`src/rtl/sdram_block_requester.sv`:
```
// rtl/sdram_block_requester.sv - CPU word front end with a one-block write-through buffer over the SDRAM block req/ack interface
module sdram_block_requester #(
  parameter int BLOCK_BITS = 128,
  parameter int WORD_BITS  = 32,
  parameter int ADDR_BITS  = 26
) (
  input  logic                     iclk,
  input  logic                     ireset,
  input  logic                     ireq,
  input  logic                     iwe,
  input  logic [ADDR_BITS-1:0]     iaddr,
  input  logic [WORD_BITS-1:0]     iwdata,
  input  logic [WORD_BITS/8-1:0]   ibe,
  output logic [WORD_BITS-1:0]     ordata,
  output logic                     oack,
  output logic                     obusy,
  output logic                     owrite_req,
  output logic [ADDR_BITS-5:0]     owrite_address,
  output logic [BLOCK_BITS-1:0]    owrite_data,
  input  logic                     iwrite_ack,
  output logic                     oread_req,
  output logic [ADDR_BITS-5:0]     oread_address,
  input  logic [BLOCK_BITS-1:0]    iread_data,
  input  logic                     iread_ack,
  input  logic                     iin_use
);

  localparam int TAG_BITS = ADDR_BITS - 4;
  localparam int WORDS    = BLOCK_BITS / WORD_BITS;
  localparam int BYTES    = WORD_BITS / 8;

  typedef enum logic [2:0] {
    S_IDLE, S_RD_REQ, S_RD_WAIT, S_MERGE, S_WR_REQ, S_WR_WAIT, S_RESP, S_SETTLE
  } state_t;

  state_t                state_q, state_d;
  logic                  valid_q, valid_d;
  logic [TAG_BITS-1:0]   tag_q, tag_d;
  logic [BLOCK_BITS-1:0] data_q, data_d;

  logic [TAG_BITS-1:0]   blk_addr;
  logic [1:0]            word_idx;
  logic                  hit;
  logic [WORD_BITS-1:0]  rd_word;
  logic [BLOCK_BITS-1:0] merged;
  logic                  unused_addr_bits;

  assign blk_addr         = iaddr[ADDR_BITS-1:4];
  assign word_idx         = iaddr[3:2];
  assign hit              = valid_q && (tag_q == blk_addr);
  assign unused_addr_bits = ^iaddr[1:0];

  always_comb begin
    rd_word = '0;
    merged  = data_q;
    for (int w = 0; w < WORDS; w++) begin
      if (word_idx == w[1:0]) begin
        rd_word = data_q[w*WORD_BITS +: WORD_BITS];
        for (int b = 0; b < BYTES; b++) begin
          if (ibe[b]) merged[w*WORD_BITS + b*8 +: 8] = iwdata[b*8 +: 8];
        end
      end
    end
  end

  // Addresses and write data are only driven while their request is in flight.
  assign obusy          = (state_q != S_IDLE);
  assign oread_address  = (state_q == S_RD_REQ || state_q == S_RD_WAIT) ? blk_addr : '0;
  assign owrite_address = (state_q == S_WR_REQ || state_q == S_WR_WAIT) ? tag_q : '0;
  assign owrite_data    = (state_q == S_WR_REQ || state_q == S_WR_WAIT) ? data_q : '0;

  always_comb begin
    state_d    = state_q;
    valid_d    = valid_q;
    tag_d      = tag_q;
    data_d     = data_q;
    oack       = 1'b0;
    ordata     = '0;
    oread_req  = 1'b0;
    owrite_req = 1'b0;
    case (state_q)
      S_IDLE: begin
        if (ireq) begin
          if (!iwe)           state_d = hit ? S_RESP : S_RD_REQ;
          else if (ibe == '0) state_d = S_RESP;
          else                state_d = hit ? S_MERGE : S_RD_REQ;
        end
      end
      S_RD_REQ: begin
        oread_req = 1'b1;
        if (iin_use) state_d = S_RD_WAIT;
      end
      S_RD_WAIT: begin
        if (iread_ack) begin
          data_d  = iread_data;
          tag_d   = blk_addr;
          valid_d = 1'b1;
          state_d = iwe ? S_MERGE : S_RESP;
        end
      end
      S_MERGE: begin
        data_d  = merged;
        state_d = S_WR_REQ;
      end
      S_WR_REQ: begin
        owrite_req = 1'b1;
        if (iin_use) state_d = S_WR_WAIT;
      end
      S_WR_WAIT: begin
        if (iwrite_ack) state_d = S_RESP;
      end
      S_RESP: begin
        oack    = 1'b1;
        ordata  = iwe ? '0 : rd_word;
        state_d = iin_use ? S_SETTLE : S_IDLE;
      end
      S_SETTLE: begin
        if (!iin_use) state_d = S_IDLE;
      end
      default: state_d = S_IDLE;
    endcase
  end

  always_ff @(posedge iclk) begin
    if (ireset) begin
      state_q <= S_IDLE;
      valid_q <= 1'b0;
      tag_q   <= '0;
      data_q  <= '0;
    end else begin
      state_q <= state_d;
      valid_q <= valid_d;
      tag_q   <= tag_d;
      data_q  <= data_d;
    end
  end

endmodule
```
`config.mk`:
```
export PLATFORM = sky130hd
export DESIGN_NAME = sdram_block_requester
export DESIGN_NICKNAME = d
export VERILOG_FILES = /design/src/rtl/sdram_block_requester.sv
export SDC_FILE = /design/constraint.sdc
export NUM_CORES = 1
export LEC_CHECK = 0
export ABC_AREA = 1
export BUFFER_PORTS_ARGS = -buffer_cell sky130_fd_sc_hd__buf_2
export CAP_MARGIN = 15
export CORE_AREA = 2 2 158 160
export CTS_BUF_LIST = sky130_fd_sc_hd__clkbuf_2
export DETAILED_ROUTE_END_ITERATION = 8
export DIE_AREA = 0 0 160 162
export PLACE_DENSITY = 0.63
export SLEW_MARGIN = 20
export SYNTH_ARGS = -nofsm -noshare
export SYNTH_HDL_FRONTEND = slang
export SYNTH_SLANG_ARGS = --single-unit
```
`constraint.sdc`:
```
create_clock -name iclk -period 2.2 [get_ports iclk]
set_input_delay 0 -clock iclk [delete_from_list [all_inputs] [get_ports iclk]]
set_output_delay 0 -clock iclk [all_outputs]
set_load 0.01 [all_outputs]
```
==> Word-level counts from Yosys, hierarchy flattened <==
Cells that the tools add are included.
{ "word_totals": {"reg_bits": 154, "in_bits": 197, "elab_cells": 105} }
{ "classes": {"n_mux": 35, "n_reduce_logical": 26, "n_eq_ne": 25} }
{ "op_table": {"columns": ["operator", "n"], "rows": [
  ["$mux W32", 10],
  ["$mux W128", 2],
  ["$pmux W128 S2", 1],
  ["$reduce_and A4 Y1", 16],
  ["$mux W22", 2],
  ["$mux W3", 11],
  ["$mux W8", 4],
  ["$ne A2 B2 Y1 const B", 14],
  ["$pmux W3 S8", 1],
  ["$eq A22 B22 Y1", 1],
  ["$eq A3 B3 Y1 const B", 4],
  ["$eq A3 B2 Y1 const B", 2],
  ["$reduce_and A6 Y1", 1],
  ["$eq A2 B2 Y1 const B", 2],
  ["$logic_not A4 Y1", 1],
  ["$eq A3 B1 Y1 const B", 1],
  ["$logic_not A3 Y1", 1],
  ["$mux W1", 3],
  ["$reduce_bool A3 Y1", 1],
  ["$eq A2 B1 Y1 const B", 1],
  ["$logic_not A2 Y1", 1],
  ["$logic_or A1 B1 Y1", 2],
  ["$mux W2", 1],
  ["$reduce_and A2 Y1", 1],
  ["2 further kinds", 2]
]} }

==> Depth between registers and ports, before layout <==
{ "depth": {"depth_word": 7, "ltp_mapped": 11, "depth_no_buf": 11} }

==> Least setup slack after synthesis <==
Ideal clock, no wire load.
{ "synth_timing": {"kind": "flip-flop to output port", "from": "register state_q[2]", "to": "output port ordata[10]", "stages_incl_launch_ff": 7, "path_slack_ns": 0.510, "arrival_time_ns": 1.690, "path_buffers": 2, "cell_sequence": "dfxtp_1 -> buf_2 -> inv_2 -> nor3_1 -> nand2_1 -> clkbuf_1 -> a211oi_1"} }
{ "synth_between": {"elab_chain_len": 2} }
{ "synth_lines": {"columns": ["element", "line", "source"], "rows": [
  ["from (decl)", "36", "state_t state_q, state_d;"],
  ["from (signal assigned)", "131", "state_q <= state_d;"],
  ["$eq A3 B3 Y1", "81", "case (state_q)"],
  ["$mux W32", "81", null],
  ["to (decl)", "14", "output logic [WORD_BITS-1:0] ordata,"]
]} }
Every way passes these cells.

==> Final worst setup path <==
{ "layout_timing": {"from": "register state_q[2]", "to": "output port ordata[0]"} }
Same word-level chain as after synthesis.

==> run_results.csv <==
group,metric,value,unit
cts,cts_buffers,17,
critical_path,rrSetupSlack,0.11,ns
layout,fin_nets,2192,
detailed_routing,vias_per_cell,5.32,
hold_path,min_path_cells,4,
cts,clock-sinks,154,
detailed_routing,drt_first_iter_violations,1247,
timing,hold_slack,0.0713,ns
cts,cts_max_level,4,
global_routing,overflow,0,
detailed_routing,via_count,12400,
floorplan,rows,57,
placement,io_buffers,402,
power_and_ir_drop,peakVddDrop,449,uV
floorplan,ios,405,
detailed_routing,routed_wl,41800,um
cts,clkLatencyLatePin,0.75,ns
timing,max_freq,467,MHz
timing,rsz0062_at_grt,"true",
timing,min_period,2.14,ns
detailed_routing,wire_per_inst,17.9,um
layout,design_area,14400,um2
timing,slew_violations,0,
cts,clockBufferDepth,2,
detailed_routing,drc,0,
timing,finalSetupViolCount,0,
hold_path,holdPathEnd,"data_q[26]",
hold_path,hp-class,"input port to register",
layout,drive_gt1_share,28.0,%
placement,placed_area,11000,um2
power_and_ir_drop,powerDensity,831,nW/um2
timing,finalHoldViolations,0,
yosys,synth_nets,1544,
global_routing,antenna_found_initial,2,
critical_path,endpoint_kind,"output pin",
yosys,synth_top_flop_cell,"dfxtp_1",
yosys,syn_inst,1347,
timing,slew_headroom,57.3,%
yosys,avgSynthCellArea,6.46,um2
timing,tns,0,ns
critical_path,critPathKind,"register to output pin",
critical_path,reg2reg_from,"state_q[0]",
floorplan,coreArea,24100,um2
critical_path,worst_setup_path_start_kind,"register",
cts,cts_root_buf,"clkbuf_2",
layout,final_common_cell,"buf_2",
cts,cts_tree,"done",
critical_path,cp_data_required_time,2.20,ns
global_routing,grt_use_total,31.2,%
yosys,ys_types,34,
floorplan,start_util,36.1,%
detailed_routing,first_pass_iters,6,
status,run_status,"finished, final reports clean",
global_routing,grt_max_degree,87,
global_routing,grt_pass1_vias,12200,
detailed_routing,final_antenna_net_count,0,
layout,final_cell_mix,"buf_2, dlygate4sd3_1, nand2_1",
hold_path,holdCritStartpoint,"iread_data[26]",
yosys,ys_ff_latch,154,
critical_path,reg2reg_depth,11,
floorplan,die_area,25900,um2
yosys,syn_area,8700,um2
layout,area_growth,65.3,%
cts,clkTransAtPathRegs,0.24,ns
timing,period_share,97.4,%
critical_path,rr_endpoint,"state_q[2]",
floorplan,die_w,160,um
power_and_ir_drop,p_leak,6.77,nW
critical_path,arrival,2.14,ns
yosys,seq_area_frac_synth,35.4,%
placement,dp.final_hpwl,26800,um
critical_path,path_max_fanout,32,
placement,globalplace.congestion,0.913,
timing,clock_skew,0.0610,ns
job,maxCapViolations,0,
yosys,synth_edf_count,0,
timing,worst_pin_slew,0.641,ns
global_routing,grt_pass1_wl,64600,um
yosys,synth-async-reset-ratio,0,%
power_and_ir_drop,power,0.0120,W
layout,fin_util,59.7,%
floorplan,fp.dieH,162,um
yosys,yosys_warnings,0,
[logic make-up (layout without fill, tap and decap cells)]
kind of cell	Yosys count	in the layout	share of synthesized area, %
flip-flops	154	154	35.4
AND/OR/NAND/NOR	497	497	24.1
AO/OA/AOI/OAI	404	404	27.1
other	0	1	0
XOR/XNOR	1	1	0.101
buffers and inverters	291	951	13.3
[state kept, by name, indices dropped and copies added, names as in the netlist]
| name | flops |
|---|---|
| data_q | 128 |
| valid_q | 1 |
| state_q | 3 |
| tag_q | 22 |
[worst max path at each step]
| stage | from | end | slack, ns | cells after the start |
|---|---|---|---|---|
| after global routing | state_q[0] | owrite_data[58] | -0.12 | 7 |
| after CTS | state_q[2] | ordata[0] | -0.02 | 7 |
| final | state_q[2] | ordata[0] | 0.06 | 7 |
| after floorplan | state_q[2] | ordata[10] | 0.51 | 6 |
| after global placement | state_q[2] | state_q[2] | 0.29 | 6 |
| after detailed placement | state_q[2] | data_q[104] | 0.27 | 8 |
[per-stage QoR]
step,setup WS [ns],std cells
6_report,0.0573,2332
5_1_grt,-0.117,2332
4_1_cts,-0.0154,2328
3_5_place_dp,0.267,2012
3_3_place_gp,0.290,2012
2_1_floorplan,0.510,1347
[worst max-delay path, stage by stage, from the launching register on]
cell and delay [ns]:
dfxtp_4 0.43, inv_4 0.05, nor3_4 0.20, nand2_2 0.09, buf_12 0.20, a211oi_4 0.20, buf_6 0.14, buf_6 0.10
[where the power goes]
part           internal (W)  switching [W]  total, W
logic               0.00217        0.00380   0.00597
clock network      0.000573        0.00122   0.00179
registers           0.00361       0.000579   0.00419
[final cells by class]
| type | instances | area [um2] |
|---|---|---|
| clock buffers | 17 | 85.1 |
| inverters | 203 | 795 |
| clock inverters | 14 | 174 |
| diodes | 1 | 2.50 |
| flip-flops and latches | 154 | 3100 |
| multi-input cells | 902 | 4660 |
| repair buffers | 717 | 5170 |
| well taps | 324 | 405 |
| fillers | 2167 | 9720 |
[synthesized netlist by cell type (2+ instances only)]
cell	count	area share, %
nor3_1	2	0.11
nand2_2	2	0.14
nor2_4	15	1.9
buf_1	3	0.13
buf_4	10	0.86
nand3b_1	2	0.17
a221oi_1	16	1.6
inv_2	18	0.78
nor2_8	3	0.69
o221ai_1	13	1.3
dfxtp_1	154	35
nand2_4	3	0.39
nor2_1	205	8.8
a211oi_1	23	2.0
a22oi_1	2	0.17
nand3_1	6	0.34
nor2_2	3	0.22
clkbuf_1	62	2.7
o21ai_0	130	7.5
a21oi_1	52	3.0
a31oi_1	128	9.2
o21ai_1	37	2.1
inv_1	183	7.9
nand2_1	254	11
buf_2	12	0.69
[layer usage]
layer | routed length [um] | part of all wire, % | vias to the layer above | GRT usage [%]
met1 | 16500 | 40 | 5689 | 38.0
met4 | 2190 | 5.2 | 0 | 17.1
met3 | 3300 | 7.9 | 192 | 5.77
li1 | - | - | 5730 | -
met2 | 19800 | 47 | 802 | 52.5
met5 | 0 | 0 | - | 0
[repair_timing]
item	CTS	global route
pin swaps	2	0
cloned	0	0
resized for setup	39	33
hold endpoints to repair	154	4
buffers inserted	5	1
setup endpoints to repair	201	176
hold buffers	280	3
No activity file was read; power rests on OpenSTA's default activity.
